$ cat src/rtl/knn_pkg.sv
// Shared definitions for the KNN classification controller: FSM state
// encoding, a constant-foldable clog2 and the default datapath sizes.
package knn_pkg;

    localparam int W_DEF      = 32;
    localparam int TYPE_W_DEF = 2;
    localparam int K_DEF      = 3;

    typedef enum logic [2:0] {
        S_IDLE   = 3'd0,
        S_ISSUE  = 3'd1,
        S_WAIT   = 3'd2,
        S_INSERT = 3'd3,
        S_VOTE   = 3'd4,
        S_DONE   = 3'd5
    } knn_state_t;

    // Smallest r with 2**r >= value (0 for value <= 1)
    function automatic int clog2(input int value);
        int r;
        r = 0;
        for (int i = 0; i < 31; i++) begin
            if ((1 << i) < value) begin
                r = i + 1;
            end
        end
        return r;
    endfunction

endpackage

$ cat src/rtl/knn_topk_list.sv
// Sorted list of the K smallest distances seen so far, ascending.
// One insertion per cycle: every slot compares itself against the newcomer
// and either keeps its entry, takes the newcomer, or takes its left
// neighbour. Equal distances queue behind existing ones so earlier samples
// win ties. When full, a newcomer not strictly below the last entry is
// dropped.
module knn_topk_list
    import knn_pkg::*;
#(
    parameter int K      = K_DEF,
    parameter int W      = W_DEF,
    parameter int TYPE_W = TYPE_W_DEF,
    parameter int FILL_W = clog2(K + 1)
) (
    input  logic                      i_clk,
    input  logic                      i_rst_n,
    input  logic                      i_clear,
    input  logic                      i_insert,
    input  logic [W-1:0]              i_dist,
    input  logic [TYPE_W-1:0]         i_type,
    output logic [K-1:0][W-1:0]       o_dist,
    output logic [K-1:0][TYPE_W-1:0]  o_type,
    output logic [FILL_W-1:0]         o_fill
);

    logic [K-1:0][W-1:0]      r_dist;
    logic [K-1:0][TYPE_W-1:0] r_type;
    logic [FILL_W-1:0]        r_fill;
    logic [K-1:0]             w_le;
    logic [K-1:0][W-1:0]      w_dist_nxt;
    logic [K-1:0][TYPE_W-1:0] w_type_nxt;

    // Valid entries that stay ahead of the newcomer (<= keeps older ties first)
    always_comb begin
        w_le = '0;
        for (int i = 0; i < K; i++) begin
            w_le[i] = (FILL_W'(i) < r_fill) && (r_dist[i] <= i_dist);
        end
    end

    // Per-slot select: keep own entry, take the newcomer, or shift right
    always_comb begin
        w_dist_nxt = r_dist;
        w_type_nxt = r_type;
        if (!w_le[0]) begin
            w_dist_nxt[0] = i_dist;
            w_type_nxt[0] = i_type;
        end
        for (int i = 1; i < K; i++) begin
            if (!w_le[i]) begin
                if (w_le[i-1]) begin
                    w_dist_nxt[i] = i_dist;
                    w_type_nxt[i] = i_type;
                end else begin
                    w_dist_nxt[i] = r_dist[i-1];
                    w_type_nxt[i] = r_type[i-1];
                end
            end
        end
    end

    // Occupancy count; saturates at K once the list is full
    always_ff @(posedge i_clk or negedge i_rst_n) begin
        if (!i_rst_n) begin
            r_fill <= '0;
        end else if (i_clear) begin
            r_fill <= '0;
        end else if (i_insert && (r_fill < FILL_W'(K))) begin
            r_fill <= r_fill + 1'b1;
        end
    end

    // Entry storage; contents beyond r_fill are never consulted
    always_ff @(posedge i_clk) begin
        if (i_insert) begin
            r_dist <= w_dist_nxt;
            r_type <= w_type_nxt;
        end
    end

    assign o_dist = r_dist;
    assign o_type = r_type;
    assign o_fill = r_fill;

endmodule

$ cat src/rtl/knn_controller.sv
// KNN classification sequencer. Walks the training index, pulses the shared
// distance calculator once per sample, keeps the K nearest results in a
// knn_topk_list and majority-votes the predicted type (ties go to the type
// nearest the head of the list).
// Optional build macro KNN_CTRL_TIMEOUT_EN adds a WAIT watchdog that aborts
// the pass with error=1; without it WAIT is unbounded and error is 0.
module knn_controller
    import knn_pkg::*;
#(
    parameter int W              = 32,
    parameter int TYPE_W         = 2,
    parameter int MAX_ELEMENTS   = 30,
    parameter int K              = 3,
    parameter int IDX_W          = 5,
    parameter int TIMEOUT_CYCLES = 1024
) (
    input  logic              clk,
    input  logic              rst,
    input  logic              start,
    input  logic [IDX_W:0]    num_elements,
    output logic [IDX_W-1:0]  train_addr,
    output logic              calc_ready,
    input  logic              calc_done,
    input  logic [W-1:0]      calc_distance,
    input  logic [TYPE_W-1:0] calc_type,
    output logic              busy,
    output logic              done,
    output logic [TYPE_W-1:0] result_type,
    output logic [W-1:0]      min_distance,
    output logic              error
);

    localparam int FILL_W    = clog2(K + 1);
    localparam int CNT_W     = clog2(K + 1);
    localparam int NUM_TYPES = 1 << TYPE_W;
    localparam logic [IDX_W:0] MAX_N = (IDX_W + 1)'(MAX_ELEMENTS);

    knn_state_t               r_state;
    knn_state_t               w_next;
    logic [IDX_W:0]           r_n;
    logic [IDX_W-1:0]         r_idx;
    logic [W-1:0]             r_cap_dist;
    logic [TYPE_W-1:0]        r_cap_type;
    logic [TYPE_W-1:0]        r_result_type;
    logic [W-1:0]             r_min_distance;

    logic [IDX_W:0]           w_n_start;
    logic [IDX_W:0]           w_idx_inc;
    logic                     w_more;
    logic                     w_clear;
    logic                     w_insert;
    logic                     w_wd_expire;
    logic [K-1:0][W-1:0]      w_list_dist;
    logic [K-1:0][TYPE_W-1:0] w_list_type;
    logic [FILL_W-1:0]        w_fill;
    logic [CNT_W-1:0]         w_cnt [NUM_TYPES];
    logic [CNT_W-1:0]         w_best_cnt;
    logic [TYPE_W-1:0]        w_vote_type;
    logic [W-1:0]             w_vote_min;

    assign w_n_start = (num_elements > MAX_N) ? MAX_N : num_elements;
    assign w_idx_inc = {1'b0, r_idx} + 1'b1;
    assign w_more    = (w_idx_inc < r_n);

    knn_topk_list #(
        .K      (K),
        .W      (W),
        .TYPE_W (TYPE_W),
        .FILL_W (FILL_W)
    ) u_topk (
        .i_clk    (clk),
        .i_rst_n  (rst),
        .i_clear  (w_clear),
        .i_insert (w_insert),
        .i_dist   (r_cap_dist),
        .i_type   (r_cap_type),
        .o_dist   (w_list_dist),
        .o_type   (w_list_type),
        .o_fill   (w_fill)
    );

    // State register
    always_ff @(posedge clk or negedge rst) begin
        if (!rst) begin
            r_state <= S_IDLE;
        end else begin
            r_state <= w_next;
        end
    end

    // Next-state and list strobes
    always_comb begin
        w_next   = r_state;
        w_clear  = 1'b0;
        w_insert = 1'b0;
        case (r_state)
            S_IDLE: begin
                if (start) begin
                    w_clear = 1'b1;
                    w_next  = (w_n_start == '0) ? S_VOTE : S_ISSUE;
                end
            end
            S_ISSUE:  w_next = S_WAIT;
            S_WAIT: begin
                if (calc_done) begin
                    w_next = S_INSERT;
                end else if (w_wd_expire) begin
                    w_next = S_DONE;
                end
            end
            S_INSERT: begin
                w_insert = 1'b1;
                w_next   = w_more ? S_ISSUE : S_VOTE;
            end
            S_VOTE:   w_next = S_DONE;
            S_DONE:   w_next = S_IDLE;
            default:  w_next = S_IDLE;
        endcase
    end

    // Sample index and pass length, latched on an accepted start
    always_ff @(posedge clk or negedge rst) begin
        if (!rst) begin
            r_n   <= '0;
            r_idx <= '0;
        end else if ((r_state == S_IDLE) && start) begin
            r_n   <= w_n_start;
            r_idx <= '0;
        end else if ((r_state == S_INSERT) && w_more) begin
            r_idx <= r_idx + 1'b1;
        end
    end

    // Capture the calculator result; only a response seen in WAIT counts
    always_ff @(posedge clk) begin
        if ((r_state == S_WAIT) && calc_done) begin
            r_cap_dist <= calc_distance;
            r_cap_type <= calc_type;
        end
    end

    // Majority vote over the occupied list; ties resolve to the nearest slot
    always_comb begin
        for (int t = 0; t < NUM_TYPES; t++) begin
            w_cnt[t] = '0;
        end
        for (int j = 0; j < K; j++) begin
            if (FILL_W'(j) < w_fill) begin
                w_cnt[w_list_type[j]] = w_cnt[w_list_type[j]] + 1'b1;
            end
        end
        w_best_cnt  = '0;
        w_vote_type = '0;
        for (int j = 0; j < K; j++) begin
            if ((FILL_W'(j) < w_fill) && (w_cnt[w_list_type[j]] > w_best_cnt)) begin
                w_best_cnt  = w_cnt[w_list_type[j]];
                w_vote_type = w_list_type[j];
            end
        end
        w_vote_min = (w_fill == '0) ? '1 : w_list_dist[0];
    end

    // Publish the vote on the edge that enters DONE, then hold it
    always_ff @(posedge clk or negedge rst) begin
        if (!rst) begin
            r_result_type  <= '0;
            r_min_distance <= '0;
        end else if (w_next == S_DONE) begin
            r_result_type  <= w_vote_type;
            r_min_distance <= w_vote_min;
        end
    end

`ifdef KNN_CTRL_TIMEOUT_EN
    localparam int WD_W = clog2(TIMEOUT_CYCLES + 1);

    logic [WD_W-1:0] r_wd_cnt;
    logic            r_error;

    // Watchdog: consecutive cycles spent in WAIT
    always_ff @(posedge clk or negedge rst) begin
        if (!rst) begin
            r_wd_cnt <= '0;
        end else if (r_state == S_WAIT) begin
            r_wd_cnt <= r_wd_cnt + 1'b1;
        end else begin
            r_wd_cnt <= '0;
        end
    end

    assign w_wd_expire = (r_state == S_WAIT) && !calc_done &&
                         (r_wd_cnt == WD_W'(TIMEOUT_CYCLES - 1));

    // Abort flag: raised with the timed-out DONE, cleared by the next start
    always_ff @(posedge clk or negedge rst) begin
        if (!rst) begin
            r_error <= 1'b0;
        end else if ((r_state == S_IDLE) && start) begin
            r_error <= 1'b0;
        end else if (w_wd_expire) begin
            r_error <= 1'b1;
        end
    end

    assign error = r_error;
`else
    assign w_wd_expire = 1'b0;
    assign error       = 1'b0;
`endif

    assign train_addr   = r_idx;
    assign calc_ready   = (r_state == S_ISSUE);
    assign busy         = (r_state != S_IDLE) && (r_state != S_DONE);
    assign done         = (r_state == S_DONE);
    assign result_type  = r_result_type;
    assign min_distance = r_min_distance;

endmodule

$ cat config.mk
export PLATFORM = sky130hd
export DESIGN_NAME = knn_controller
export DESIGN_NICKNAME = d
export VERILOG_FILES = /design/src/rtl/knn_pkg.sv /design/src/rtl/knn_topk_list.sv /design/src/rtl/knn_controller.sv
export SDC_FILE = /design/constraint.sdc
export NUM_CORES = 1
export LEC_CHECK = 0
export CAP_MARGIN = 20
export CORE_MARGIN = 2
export CORE_UTILIZATION = 45
export CTS_BUF_LIST = sky130_fd_sc_hd__clkbuf_16
export CTS_CLUSTER_SIZE = 25
export DETAILED_ROUTE_END_ITERATION = 10
export PLACE_DENSITY_LB_ADDON = 0.25
export SETUP_SLACK_MARGIN = 0.2
export SLEW_MARGIN = 20
export SYNTH_ARGS = -nofsm -noshare
export SYNTH_HDL_FRONTEND = slang
export SYNTH_SLANG_ARGS = --single-unit
$ cat constraint.sdc
create_clock -name clk -period 5.4 [get_ports clk]
set_input_delay 1.08 -clock clk [delete_from_list [all_inputs] [get_ports clk]]
set_output_delay 1.08 -clock clk [all_outputs]
set_load 0.05 [all_outputs]
Word level (Yosys, flattened, before mapping)
Cells that the tools add are included.
{"block": "word_totals", "register_bits": 186, "inputBits": 44, "output_inout_bits": 43, "word_cells": 127}
{"block": "op_classes", "n_addsub": 6, "n_lt_le_gt_ge": 18, "eq_ne": 7, "mux": 52, "bitwise_logic": 7, "reduce_logical": 23}
{"cell": "<= comparator 32 bit", "n": 3}
{"cell": "2-to-1 mux 32 bit", "n": 3}
{"cell": "2-to-1 mux 2 bit", "n": 24}
{"cell": "binary-select mux 2 bit (select 2 bit)", "n": 6}
{"cell": "2-to-1 mux 8 bit", "n": 3}
{"cell": "bitwise mux 8 bit", "n": 2}
{"cell": "one-hot mux 3 bit (5 select lines)", "n": 1}
{"cell": "logical AND 1 bit", "n": 14}
{"cell": "demux 2 bit (select 2 bit)", "n": 3}
{"cell": "2-to-1 mux 3 bit", "n": 4}
{"cell": "2-to-1 mux 5 bit", "n": 2}
{"cell": "== test 3 bit (second input constant)", "n": 3}
{"cell": ">= comparator 3 bit (second input constant)", "n": 3}
{"cell": "less-than comparator 3 x 1 -> 1 bit (second input constant)", "n": 3}
{"cell": "NOT 2 -> 3 bit", "n": 3}
{"cell": "adder 2 x 1 -> 2 bit (second input constant)", "n": 4}
{"cell": "AND 8 bit", "n": 1}
{"cell": "adder 5 x 1 -> 6 bit (second input constant)", "n": 1}
{"cell": "== test 3 x 2 -> 1 bit (second input constant)", "n": 2}
{"cell": "greater-than comparator 6 x 5 -> 1 bit (second input constant)", "n": 1}
{"cell": "logical NOT 6 bit", "n": 1}
{"cell": "less-than comparator 6 bit", "n": 1}
{"cell": "2-to-1 mux 6 bit", "n": 1}
{"cell": "AND reduction 2 bit", "n": 3}
{"cell": "other kinds (14)", "n": 21}

Depth between registers and ports, before layout
{"block": "depth", "ltp_word": 31, "depth_mapped": 23, "ltp_nobuf": 21}

Modules after synthesis
Synthesis repeated with hierarchy kept, for this count alone.
{"block": "hier_totals", "hier_cells": 1143, "area_unflattened_um2": 11795.1}
{"mod": "knn_topk_list", "n_inst": 1, "cells_per_inst": 727, "area_each_um2": 7652.3, "seq_area_each_um2": 3113.0}
{"mod": "knn_controller", "n_inst": 1, "cells_per_inst": 416, "area_each_um2": 4142.7, "seq_area_each_um2": 2222.1}

Least setup slack after synthesis
Ideal clock, no wire load.
{"block": "synth_timing", "path_kind": "input to register", "startpoint": "in calc_done", "endpoint": "reg r_cap_dist[0], enable pin", "setup_ns": 0.512, "t_arrival_ns": 4.412, "t_required_ns": 4.888, "slack_ns": 0.476, "stages": 1, "path_buffers": 0, "cell_sequence": "nor4bb_1"}
{"block": "synth_between", "elab_chain_len": 1}
{"item": "start: declaration", "line": "knn_controller.sv:23", "text": "input logic calc_done,"}
{"item": "logical AND 1 bit", "line": "knn_controller.sv:136", "text": "if ((r_state == S_WAIT) && calc_done) begin"}
{"item": "end signal: assignment", "line": "knn_controller.sv:137", "text": "r_cap_dist <= calc_distance;"}
{"item": "end: declaration", "line": "knn_controller.sv:42", "text": "logic [W-1:0] r_cap_dist;"}
Every way passes these cells.
A chain may end at the register's enable or synchronous reset.

Final worst setup path
{"block": "layout_timing", "startpoint": "reg u_topk.r_fill[1], in the netlist u_topk.o_fill[1]", "endpoint": "reg r_result_type[1], in the netlist result_type[1]"}
{"block": "layout_between", "elab_chain_len": 26, "word_cells_on_any_way": 36, "cone_classes": "2 x add/sub; 6 x order compare; 25 x mux; 3 x reduce/logical"}
{"item": "start: declaration", "line": "knn_topk_list.sv:28", "text": "logic [FILL_W-1:0] r_fill;"}
{"item": "start signal: assignment", "line": "knn_topk_list.sv:69", "text": "r_fill <= r_fill + 1'b1;"}
{"item": "less-than comparator 1 x 2 -> 1 bit", "line": "knn_controller.sv:148, knn_controller.sv:155"}
{"item": "2-to-1 mux 8 bit", "line": "knn_controller.sv:148", "text": "if (FILL_W'(j) < w_fill) begin"}
{"item": "binary-select mux 2 bit (select 2 bit)", "line": "knn_controller.sv:149", "text": "w_cnt[w_list_type[j]] = w_cnt[w_list_type[j]] + 1'b1;"}
{"item": "2-to-1 mux 2 bit (implied by the code) (2 in a row)", "line": "knn_controller.sv:149"}
{"item": "adder 2 x 1 -> 2 bit", "line": "knn_controller.sv:149"}
{"item": "bitwise mux 8 bit", "line": "knn_controller.sv:149"}
{"item": "2-to-1 mux 8 bit", "line": "knn_controller.sv:148"}
{"item": "binary-select mux 2 bit (select 2 bit)", "line": "knn_controller.sv:149"}
{"item": "[... 9 more ...]"}
{"item": "logical AND 1 bit", "line": "knn_controller.sv:155", "text": "if ((FILL_W'(j) < w_fill) && (w_cnt[w_list_type[j]] > w_best_cnt)) begin"}
{"item": "2-to-1 mux 2 bit", "line": "knn_controller.sv:155"}
{"item": "greater-than comparator 2 bit", "line": "knn_controller.sv:155"}
{"item": "logical AND 1 bit", "line": "knn_controller.sv:155"}
{"item": "2-to-1 mux 2 bit", "line": "knn_controller.sv:155"}
{"item": "greater-than comparator 2 bit", "line": "knn_controller.sv:155"}
{"item": "logical AND 1 bit", "line": "knn_controller.sv:155"}
{"item": "2-to-1 mux 2 bit *", "line": "knn_controller.sv:155"}
{"item": "end signal: assignment", "line": "knn_controller.sv:169", "text": "r_result_type <= w_vote_type;"}
{"item": "end: declaration", "line": "knn_controller.sv:44", "text": "logic [TYPE_W-1:0] r_result_type;"}
Every way passes the cells marked *; elsewhere a longest branch is shown, timed or not. The select of a mux whose other input is x is not followed.

==> out/qor.txt <==
critical path fanouts, max - 13
DRC violations left - 0
Finished Layout Cells - 1229
Area growth, synth to finish - 16.8%
worst min path class - reg2reg
CP startpoint kind - register
RSZ-0062 raised after global routing - false
R2R cell count - 21
final core utilization - 53.5%
Bufs and invs on worst path - 1
final worst slack - 757 ps
largest family of logic cells by synthesized area - adder cells
max_cap viols - 0
placed insts - 1197
top post-synthesis cells by area - edfxtp_1 (40%), ha_1 (13%), dfrtp_1 (12%)
most frequent cell after synthesis - edfxtp_1
Skew-Pair Late Insertion Delay - 440 ps
HPWL after DPL - 15700 µm
layout cell share with drive strength beyond 1 - 14.5%
Req. time, crit path - 5700 ps
CP Capture Point - result_type[1]$_DFFE_PN0N_
clock group share of total power - 17.6%
FILL cells - 1969
internal power - 4.14 mW
Period minus WS final - 4640 ps
hold path cells - 2
post-synthesis simple-gate area fraction - 11.1%
Synth warnings - 0
Seq/Total Area, Yosys - 51.7%
Final #Nets - 1083
GR Util All Layers - 19.3%
LEAKAGE - 5.11 nW
Horiz. Die Dim - 155 µm
Adder-Cell Fraction of Synth Area - 13.1%
Final Setup Violations - 0
met1 Use GR - 26.7%
pin count of the biggest net entering global routing - 51
Worst path max stage delay - 470 ps
slew margin rel. - 32.7%
Synth Area per Inst - 12.2 µm²
Max H-tree Level - 4
mux cell area share after synthesis - 10.3%
Inserted Diodes - 0
clk_skew - 11.9 ps
CTS max path bufs - 2
post-synth top area share - 39.5%
first-pass GRT wire length - 36200 µm
clock-pin transition on the worst setup and hold timing paths - 70 ps
outcome - finished, final reports clean
Die ar. - 0.0242 mm²
post-synthesis xor/xnor area fraction - 1.10%
Top FF cell, synth - edfxtp_1
FP Rows - 55
GRT overflow - 0
routability congestion estimate - 0.837
Synth Net Count - 998
grt met2 use - 31.6%
number of synthesized register bits - 186
CTS tree - done
cts bufs inserted - 17
IO buf count - 85
cell chain of the critical path - inv_1 -> ha_2 -> nor3b_1 -> xor2_1 -> nand3b_1 -> a31oi_2 -> nor2_1 -> o32ai_1 -> mux2i_1 -> ha_1 -> a21oi_1 -> a211o_1 -> nor2_1 -> nand2_1 -> o211ai_1 -> ha_1 -> nor2b_1 -> o211ai_1 -> o211ai_1 -> o21ai_0 -> o21ai_0
Root Driver - clkbuf_16
CORE AREA - 0.0226 mm²
dominant cell type by area after synthesis - edfxtp_1
Placement Setup Slack - 464 ps
Unique masters post-synth - 62
Worst Setup End Kind - register
CTS sink cnt - 186
Routed Antenna Nets - 0
Post-synth EDFFs - 136
most used cell, CP - o211ai_1
synth cell count leaders - edfxtp_1 (136), ha_1 (108), nand2_1 (94)
Worst VDD drop - 0.000284 V
Switching Fraction - 38.8%
Pwr per Cell Area - 560 mW/mm²
I/O pin cnt - 87
Wirelength per Cell - 18.0 µm
Comb pwr share - 44.6%
initial antenna violation count - 0
final hold viol count - 0
FMAX - 215 MHz
drt pass-1 iters - 5
final worst path period share - 86.0%
critical path depth in cells - 21
Die H - 155 µm
Sw Pwr - 2.62 mW
total routed wirelength - 22200 µm
Worst path top cell family by delay - compound AO/OA/AOI/OAI gates
CP startpoint - u_topk.o_fill[1]$_DFFE_PN0P_
Slew Limit Fails - 0
Starting DRT DRC Count - 423
Initial Util - 45.8%
CP arrival - 4940 ps
Via density - 5.43
worst r2r src - u_topk.o_fill[1]$_DFFE_PN0P_
FFs w/ async S/R, synth - 26.9%
global routing's busiest layer - met2
Slew @ Worst Pin - 1000 ps
met3 usage - 3.12%
r2r setup slk - 760 ps
cell count after synthesis - 846
Setup TNS - 0 ps
Max stage delay cell, worst path - dfrtp_2
synthesized area - 0.0103 mm²
Synth Area in Compound Gates - 9.38%
Reg2Reg Capture Point - result_type[1]$_DFFE_PN0N_
CP Class - reg2reg
Sequential Power Share - 37.8%
vias in the first global route - 6763
via count - 6676
[logic make-up after synthesis]
group,after synthesis
compound gates,153
flops,186
buf+inv,76
other cells,1
simple gates,227
mux,82
xor+xnor,13
fa+ha+maj,108
[cell type report]
class | count | area, µm² | area share (%)
Clock inverter | 15 | 128 | 1.06
Sequential cell | 186 | 5340 | 44.2
Multi-Input combinational cell | 584 | 4700 | 39.0
Tap cell | 285 | 357 | 2.96
Clock buffer | 17 | 425 | 3.53
Timing Repair Buffer | 97 | 948 | 7.86
Inverter | 45 | 169 | 1.40
[sequential cells by signal, indices dropped and copies added (netlist names)]
signal	cells
u_topk.o_dist	96
min_distance	32
r_cap_dist	32
r_n	6
u_topk.o_type	6
train_addr	5
r_state	3
r_cap_type	2
result_type	2
u_topk.o_fill	2
[cell usage in the layout (no fill, tap or decap), drive strengths merged, types with 3 or more instances in the layout]
cell	synthesis	layout
a211oi	4	4
nor2	29	29
xor2	5	5
nor3b	4	4
mux4	3	3
or2	5	5
nand3b	7	7
o21ai	58	58
clkdlybuf4s50	0	84
clkbuf	23	17
a21o	31	31
nor4	4	4
o211ai	7	7
nand3	12	12
nand4	24	24
nand2	94	94
dfrtp	50	50
inv	45	48
or3	3	3
nor4b	3	3
nor2b	14	14
ha	108	108
nand2b	4	4
o21a	5	5
and3	5	5
a21oi	26	26
o32ai	3	3
clkinv	0	5
mux2	72	72
nor3	11	11
clkinvlp	0	6
mux2i	7	7
edfxtp	136	136
o22ai	4	4
xnor2	8	8
buf	8	13
[power groups by stage]
stage,Combinational (mW),Clock (mW),Sequential (mW)
floorplan,1.97,0,2.79
global placement,2.97,0,2.57
detailed placement,3.03,0,2.59
CTS,3.04,1.22,2.56
global route,3.32,1.28,2.63
finish,3.01,1.19,2.56
[how the worst min path moves through the flow]
stage	to	slack (ps)	startpoint
floorplan	r_n[0]$_DFFE_PN0P_	440	r_n[0]$_DFFE_PN0P_
global placement	min_distance[3]$_DFFE_PN0N_	450	min_distance[3]$_DFFE_PN0N_
detailed placement	min_distance[18]$_DFFE_PN0N_	460	min_distance[18]$_DFFE_PN0N_
CTS	min_distance[2]$_DFFE_PN0N_	480	min_distance[2]$_DFFE_PN0N_
global route	r_n[0]$_DFFE_PN0P_	490	r_n[0]$_DFFE_PN0P_
finish	min_distance[2]$_DFFE_PN0N_	470	min_distance[2]$_DFFE_PN0N_
[metrics by stage]
step           area [µm²]  hold WS [ps]  total power, mW
5_1_grt             12100           489             7.22
2_1_floorplan       10300           441             4.76
4_1_cts             12100           478             6.82
3_3_place_gp        11500           452             5.55
3_5_place_dp        11500           457             5.62
6_report            12100           470             6.76
[timing repair]
action / 4_1_cts / 5_1_grt
setup buffers: 0 / 0
setup endpoints to repair: 0 / 2
gates resized for setup: 0 / 3
hold buffers: 0 / 0
[layer usage]
metal	share of wire (%)	up-vias	wire, µm
met3	3.7	20	820
met5	0	-	0
met1	48	3201	10600
met4	1.4	0	303
met2	47	138	10400
li1	-	3317	-
[worst min-delay path: cells and delay by family, from the launching register on]
kind	cells	cell delay [ps]
and+or+nand+nor	2	100
DFF	1	340
Power figures use the tool's default switching activity.
